## config.mk

```make
export PLATFORM = sky130hd
export DESIGN_NAME = seq_scan_ctrl_flat
export DESIGN_NICKNAME = d
export VERILOG_FILES = /design/src/rtl/seq_scan_pkg.sv /design/src/rtl/seq_scan_ctrl_if.sv /design/src/rtl/seq10011_det.sv /design/src/rtl/seq_scan_ctrl.sv /design/src/flat_wrapper.sv
export SDC_FILE = /design/constraint.sdc
export NUM_CORES = 1
export LEC_CHECK = 0
export BUFFER_PORTS_ARGS = -buffer_cell sky130_fd_sc_hd__buf_2
export CORE_UTILIZATION = 60
export CTS_BUF_LIST = sky130_fd_sc_hd__clkbuf_8 sky130_fd_sc_hd__clkbuf_16
export DETAILED_ROUTE_END_ITERATION = 16
export HOLD_SLACK_MARGIN = 0.12
export MAX_ROUTING_LAYER = met4
export PLACE_DENSITY_LB_ADDON = 0.12
export SLEW_MARGIN = 10
export SYNTH_ARGS = -nofsm -noshare
export SYNTH_HDL_FRONTEND = slang
export SYNTH_SLANG_ARGS = --single-unit
export TNS_END_PERCENT = 50
```

## constraint.sdc

```tcl
create_clock -name clk -period 4.84 [get_ports clk]
set_input_delay 0.242 -clock clk [delete_from_list [all_inputs] [get_ports clk]]
set_output_delay 0.242 -clock clk [all_outputs]
set_load 0.05 [all_outputs]
```

## src/rtl/seq_scan_pkg.sv

```systemverilog
// seq_scan_pkg: shared FSM encodings and the 10011 search pattern
// used by seq_scan_ctrl and its detector.
package seq_scan_pkg;

  typedef enum logic [2:0] {
    IDLE,
    CLEAR,
    SHIFT,
    DRAIN,
    DONE
  } state_t;

  // Detector progress: number of pattern bits matched so far.
  typedef enum logic [2:0] {
    D0,
    D1,
    D2,
    D3,
    D4
  } det_state_t;

  localparam logic [4:0] PATTERN = 5'b10011;

endpackage

```

## src/rtl/seq_scan_ctrl_if.sv

```systemverilog
// seq_scan_ctrl_if: job request/result bundle of seq_scan_ctrl.
// master drives start/data_in/msb_first; slave returns busy/done/results.
interface seq_scan_ctrl_if #(
  parameter int DATA_W = 16,
  parameter int CNT_W  = 5
);
  localparam int POS_W = $clog2(DATA_W);

  logic              start;
  logic [DATA_W-1:0] data_in;
  logic              msb_first;
  logic              busy;
  logic              done;
  logic [CNT_W-1:0]  det_count;
  logic              found;
  logic [POS_W-1:0]  first_pos;

  modport master (
    output start, data_in, msb_first,
    input  busy, done, det_count, found, first_pos
  );

  modport slave (
    input  start, data_in, msb_first,
    output busy, done, det_count, found, first_pos
  );
endinterface

```

## src/rtl/seq10011_det.sv

```systemverilog
// seq10011_det: non-overlapping Mealy 10011 detector, registered flag.
// Ports: clk, reset/clear (sync, active-high), din, seq_detected.
module seq10011_det
  import seq_scan_pkg::*;
(
  input  logic clk,
  input  logic reset,
  input  logic clear,
  input  logic din,
  output logic seq_detected
);

  det_state_t st, nx;

  // On a mismatch, fall back to the longest pattern prefix that is
  // still a suffix of the bits seen; a full match restarts at D0.
  always_comb begin
    nx = st;
    unique case (st)
      D0: nx = (din == PATTERN[4]) ? D1 : D0;
      D1: nx = (din == PATTERN[3]) ? D2 : D1;
      D2: nx = (din == PATTERN[2]) ? D3 : D1;
      D3: nx = (din == PATTERN[1]) ? D4 : D0;
      D4: nx = (din == PATTERN[0]) ? D0 : D2;
      default: nx = D0;
    endcase
  end

  always_ff @(posedge clk) begin
    if (reset || clear) begin
      st           <= D0;
      seq_detected <= 1'b0;
    end else begin
      st           <= nx;
      seq_detected <= (st == D4) && (din == PATTERN[0]);
    end
  end

endmodule

```

## src/rtl/seq_scan_ctrl.sv

```systemverilog
// seq_scan_ctrl: scans a captured word bit-serially for 10011, counting hits.
// Ports: clk, reset (sync, active-high), bus (seq_scan_ctrl_if.slave).
module seq_scan_ctrl
  import seq_scan_pkg::*;
#(
  parameter int DATA_W = 16,
  parameter int CNT_W  = 5
) (
  input  logic            clk,
  input  logic            reset,
  seq_scan_ctrl_if.slave  bus
);

  localparam int POS_W = $clog2(DATA_W);
  localparam logic [POS_W-1:0] LAST = POS_W'(DATA_W - 1);

  state_t            state, state_nx;
  logic [DATA_W-1:0] word;
  logic              order;
  logic [POS_W-1:0]  idx;
  logic [CNT_W-1:0]  cnt;
  logic              hit;
  logic [POS_W-1:0]  pos;

  logic              det_clr;
  logic              din;
  logic              flag;
  logic              count_en;
  logic [POS_W-1:0]  hit_pos;

  assign din = order ? word[LAST - idx] : word[idx];

  seq10011_det u_det (
    .clk          (clk),
    .reset        (reset),
    .clear        (det_clr),
    .din          (din),
    .seq_detected (flag)
  );

  // The flag lags its completing bit by one cycle, so a flag seen at
  // index i belongs to bit i-1, and one seen in DRAIN to the last bit.
  always_comb begin
    state_nx = state;
    det_clr  = 1'b0;
    count_en = 1'b0;
    hit_pos  = idx - POS_W'(1);
    unique case (state)
      IDLE: begin
        if (bus.start) state_nx = CLEAR;
      end
      CLEAR: begin
        det_clr  = 1'b1;
        state_nx = SHIFT;
      end
      SHIFT: begin
        count_en = flag && (idx != '0);
        if (idx == LAST) state_nx = DRAIN;
      end
      DRAIN: begin
        count_en = flag;
        hit_pos  = LAST;
        state_nx = DONE;
      end
      DONE: begin
        state_nx = IDLE;
      end
      default: state_nx = IDLE;
    endcase
  end

  always_ff @(posedge clk) begin
    if (reset) begin
      state <= IDLE;
      word  <= '0;
      order <= 1'b0;
      idx   <= '0;
      cnt   <= '0;
      hit   <= 1'b0;
      pos   <= '0;
    end else begin
      state <= state_nx;
      if (state == IDLE && bus.start) begin
        word  <= bus.data_in;
        order <= bus.msb_first;
        cnt   <= '0;
        hit   <= 1'b0;
        pos   <= '0;
      end
      if (state == CLEAR) idx <= '0;
      if (state == SHIFT) idx <= (idx == LAST) ? '0 : idx + POS_W'(1);
      if (count_en) begin
        if (cnt != '1) cnt <= cnt + CNT_W'(1);
        if (!hit) begin
          hit <= 1'b1;
          pos <= hit_pos;
        end
      end
    end
  end

  assign bus.busy      = (state != IDLE);
  assign bus.done      = (state == DONE);
  assign bus.det_count = cnt;
  assign bus.found     = hit;
  assign bus.first_pos = pos;

endmodule

```

## src/flat_wrapper.sv

```systemverilog
// flat-port wrapper written by rule: the top's interface ports become plain ports
module seq_scan_ctrl_flat import seq_scan_pkg::*;
#(
  parameter int DATA_W = 16,
  parameter int CNT_W  = 5
)
  (clk, reset, bus_start, bus_data_in, bus_msb_first, bus_busy, bus_done, bus_det_count, bus_found, bus_first_pos);
  seq_scan_ctrl_if #(.DATA_W(DATA_W), .CNT_W(CNT_W)) bus_i ();
  input  logic clk;
  input  logic reset;
  input wire logic [$bits(bus_i.start)-1:0] bus_start;
  input wire logic [$bits(bus_i.data_in)-1:0] bus_data_in;
  input wire logic [$bits(bus_i.msb_first)-1:0] bus_msb_first;
  output wire logic [$bits(bus_i.busy)-1:0] bus_busy;
  output wire logic [$bits(bus_i.done)-1:0] bus_done;
  output wire logic [$bits(bus_i.det_count)-1:0] bus_det_count;
  output wire logic [$bits(bus_i.found)-1:0] bus_found;
  output wire logic [$bits(bus_i.first_pos)-1:0] bus_first_pos;
  assign bus_i.start = bus_start;
  assign bus_i.data_in = bus_data_in;
  assign bus_i.msb_first = bus_msb_first;
  assign bus_busy = bus_i.busy;
  assign bus_done = bus_i.done;
  assign bus_det_count = bus_i.det_count;
  assign bus_found = bus_i.found;
  assign bus_first_pos = bus_i.first_pos;
  seq_scan_ctrl #(.DATA_W(DATA_W), .CNT_W(CNT_W)) u_core (.clk(clk), .reset(reset), .bus(bus_i));
endmodule
```

==> results.md <==
Place:
- The port buffer count is 31.
- In this run the cell area measured after placement is 2059 um^2.
- Detailed placement finished with a half-perimeter wire length of 2620 um.
- The final RePlAce weighted congestion is 0.8456.

Global routing:
- The total overflow left after global routing is 0.
- Entering global routing, the biggest net connects 36 pins.
- The initial antenna violation count came to 0.
- The overall routing resource usage is 24.25%.
- The first-pass GRT wire length is 6147 um.
- The number of global-route vias before repair came to 1,388.

Floorplan:
- For this design the top-level I/O count stands at 32.
- The height of the die is 58.80 um.
- The floorplan step defined a die boundary enclosing approximately 3500 um^2.
- The floorplan has 20 rows.
- Once the floorplan was initialized, standard cells occupied a little under two thirds of the core.
- The die boundary width is 58.80 um.
- The floorplan step defined a core boundary enclosing 3053 um^2.

Pwr:
- Power spread over the standard cell area amounts to between 300 and 400 nW/um^2.
- The clock group share of total power is 30.7%.
- Registers are responsible for 50.8% of the overall power.
- The static leakage is about 0.84 nW.
- The largest vdd supply drop is approximately 170 uV.
- Of the total power, the share spent switching nets is 29.64%.
- The combinational share of power is 18.6%.
- The analysis attributes to net switching a power of approximately 210 uW.
- Internal power comes to 499.6 uW.

Timing:
- Subtracting the final worst setup slack from the clock period gives 2.595 ns.
- The number of failing hold endpoints at the final stage is 0.
- The relative max-transition margin is 35.80%.
- The largest clock skew in the final design is 0.002968 ns.
- For the pin with the worst max-slew slack, the measured transition is just under 1 ns.
- The worst path uses 53.62% of the clock period.
- Based on the critical path, the design can be clocked at up to slightly below 0.4 GHz.
- The sum of negative setup slack is 0 ns.
- Setup violations remaining at the end of the flow were counted as 0.
- Setup repair after global routing left no endpoint under its margin.
- The number of max-slew violations in the final report is 0.

Finish:
- The growth of design area from synthesis to finish is 11.12%.
- The count of nets after finishing is 282.
- The number of antenna diodes in the final layout is 0.
- The multi-input gate area in the final layout is 1074 um^2.
- Measured on the finished design, the core utilization comes to 70.45%.
- Fill cells in the final layout number 275.
- Registers take 760.7 um^2.
- The finished cells cover 2151 um^2.
- In the final layout, the share of cells above drive strength 1 is 16.99%.

Clock network:
- The number of instances resized during post-cts repair is 0.
- Clock-pin slew was measured on the worst setup and hold paths at 0.07 ns.
- The number of setup buffers added after CTS is 0.
- Clock latency on the worst-skew pair, taken at its later pin, is 0.28 ns.
- The number of levels in the clock H-tree is 2.
- TritonCTS built the clock tree.
- The number of clock buffers inserted by TritonCTS is 5.
- The clock net in this run drives a total of 38 sinks.
- The total of hold buffers inserted after clock tree synthesis is 0.
- CTS placed an instance of clkbuf_8 at the clock tree root.
- The maximum root-to-sink buffer count is 2.

Synthesis:
- The synthesized netlist devotes about 18% of its cell area to compound gates.
- The part of the Yosys area used for sequential elements is 39.30%.
- For this run, the leading register cell type out of synthesis is dfxtp_1.
- The count of state elements after synthesis is 38.
- The Yosys step of the flow raised 0 warnings.
- In the synthesized netlist, mux cells make up 9.373% of the area.
- The xor and xnor fraction of the mapped netlist area is roughly 1.8%.
- The net count after synthesis is 260.
- The adder-cell area share of the yosys netlist is between 2 and 3%.
- The average cell area after synthesis is 8.202 um^2.
- The mapped netlist covers between 1500 and 2000 um^2.
- The count of cell types in the netlist is 37.
- The async set-reset flop share out of synthesis is 0%.
- By area, the combinational part of the netlist is dominated by simple AND/OR/NAND/NOR gates.
- The number of flops mapped to enable cells by yosys is 0.
- The simple-gate share of the synthesized area is 23.98%.
- The cell count after synthesis is between 200 and 250.

Hold path:
- The min-delay analysis places its worst path in the category in2reg.
- The start point of the worst min-delay path is bus_data_in[12].
- The worst hold path cell count is 3.

Setup path:
- The slowest stage of the critical path belongs to the cell dfxtp_1.
- Walking the worst path, the cells encountered are inv_1 -> ha_1 -> or4b_4 -> nand3_1 -> nor2_1 -> a21oi_1 -> a311oi_1.
- The endpoint required time on the critical path is 5.03 ns.
- In this run the worst setup path begins at u_core.idx[1]$_SDFFE_PP0N_.
- The number of cells on the worst reg-to-reg path is 7.
- The type of origin of the critical path is a flop.
- On the worst path, the slowest cell contributes a delay of 0.95 ns.
- The critical path is of the reg2reg type.
- For the worst setup path, the data arrival time is roughly 2.8 ns.
- The worst flop-to-flop path startpoint is u_core.idx[1]$_SDFFE_PP0N_.
- The worst setup path is captured at a flop.
- The largest fanout of any net on the critical path is 20.

Outcome:
- The flow ran to the end, and the final reports show no timing, DRC or antenna violations.

Route:
- The wire length after detailed routing is 3757 um.
- The number of remaining DRC errors is 0.
- The first detailed-routing pass ran for 4 iterations.
- The first routing iteration left 50 violations.
- The count of nets left with antenna violations once routing finished came out at 0.
- The routed layout has 1,697 vias.
- In the final routed layout, each cell accounts on average for 12.40 um.
- The via count normalized by instance count is 5.601.

Run:
- Across the run, the number of max-cap violations was 0.
-- flip-flops by register name, summed over array words and instances (netlist names) --
| register | count |
|---|---|
| u_core.idx | 4 |
| u_core.bus.found | 1 |
| u_core.bus.first_pos | 4 |
| u_core.order | 1 |
| u_core.u_det.seq_detected | 1 |
| u_core.u_det.st | 3 |
| u_core.state | 3 |
| u_core.word | 16 |
| u_core.bus.det_count | 5 |
-- final cells by class --
| class | count | area share, % |
|---|---|---|
| clock buffers | 6 | 3.839 |
| clock inverters | 2 | 0.4072 |
| inverters | 4 | 0.6981 |
| multi-input cells | 178 | 49.91 |
| flip-flops and latches | 38 | 35.37 |
| well taps | 44 | 2.560 |
| repair buffers | 31 | 7.214 |
-- metrics by stage --
step           worst slack [ns]  hold slack [ns]  power (mW)  cells
2_1_floorplan             2.689           0.3780      0.4701    236
5_1_grt                   1.992           0.1781      0.7497    303
4_1_cts                   2.257           0.1853      0.7140    303
3_3_place_gp              2.416           0.4566      0.4959    295
3_5_place_dp              2.259           0.4640      0.4990    295
6_report                  2.245           0.1886      0.7100    303
-- final timing paths --
kind	endpoint	slack, ns
worst min-delay path	u_core.word[12]$_SDFFE_PP0P_	0.19
worst min register to register	u_core.word[2]$_SDFFE_PP0P_	0.47
worst max register to register	u_core.bus.first_pos[1]$_SDFF_PP0_	2.24
worst max-delay path	u_core.bus.first_pos[1]$_SDFF_PP0_	2.24
-- worst max-delay path: cells and delay by family, from the launching register on --
family          cells  cell delay [ns]
simple gates        3             0.73
flops               1             0.95
compound gates      2             0.35
buf+inv             1             0.19
fa+ha+maj           1             0.27
-- synth_stat cells, types with 3 or more instances --
library cell	number	area share, %
nor3_1	5	1.3
a311oi_1	4	1.8
xnor2_1	3	1.4
nand3_1	11	2.8
a21oi_1	35	9.0
and3_1	3	0.97
clkbuf_1	9	1.7
o21ai_0	6	1.6
mux2i_1	17	8.8
nand3b_1	3	1.2
inv_1	4	0.78
buf_2	3	0.78
nor2_1	12	2.3
nor2b_1	4	1.3
nand2_1	47	9.1
dfxtp_1	38	39
a22oi_1	4	1.6
nor3b_1	3	1.2
ha_1	4	2.6
-- cell families (layout without fill, tap and decap cells) --
family	after synthesis	count (layout)
and+or+nand+nor	95	95
AOI/OAI and AO/OA	57	57
DFF	38	38
buffers and inverters	20	43
muxes	18	18
adders and majority gates	4	4
xor gates and xnor gates	4	4
-- routing by layer --
metal / track usage (%) / share of wire (%) / wire, um
met1: 32.09 / 53 / 1983
met2: 36.69 / 42 / 1582
met3: 5.934 / 3.8 / 144
met4: 7.143 / 1.2 / 46
met5: - / 0 / 0
-- layout by cell type (no fill, tap or decap), types with 5 or more instances in the layout --
cell / netlist / routed
a21oi_1: 35 / 35
buf_2: 3 / 31
clkbuf_8: 0 / 6
dfxtp_1: 38 / 38
inv_1: 4 / 5
mux2i_1: 17 / 17
nand2_1: 47 / 47
nand3_1: 11 / 11
nor2_1: 12 / 12
nor3_1: 5 / 5
o21ai_0: 6 / 6
-- power groups by stage --
stage / Sequential, mW / Combinational, mW / Clock, mW
after floorplan: 0.353 / 0.117 / 0
after global placement: 0.366 / 0.130 / 0
after detailed placement: 0.367 / 0.132 / 0
after CTS: 0.360 / 0.133 / 0.221
after global routing: 0.364 / 0.146 / 0.240
final: 0.360 / 0.132 / 0.218
Note: power is estimated with default switching activity, not from simulation.
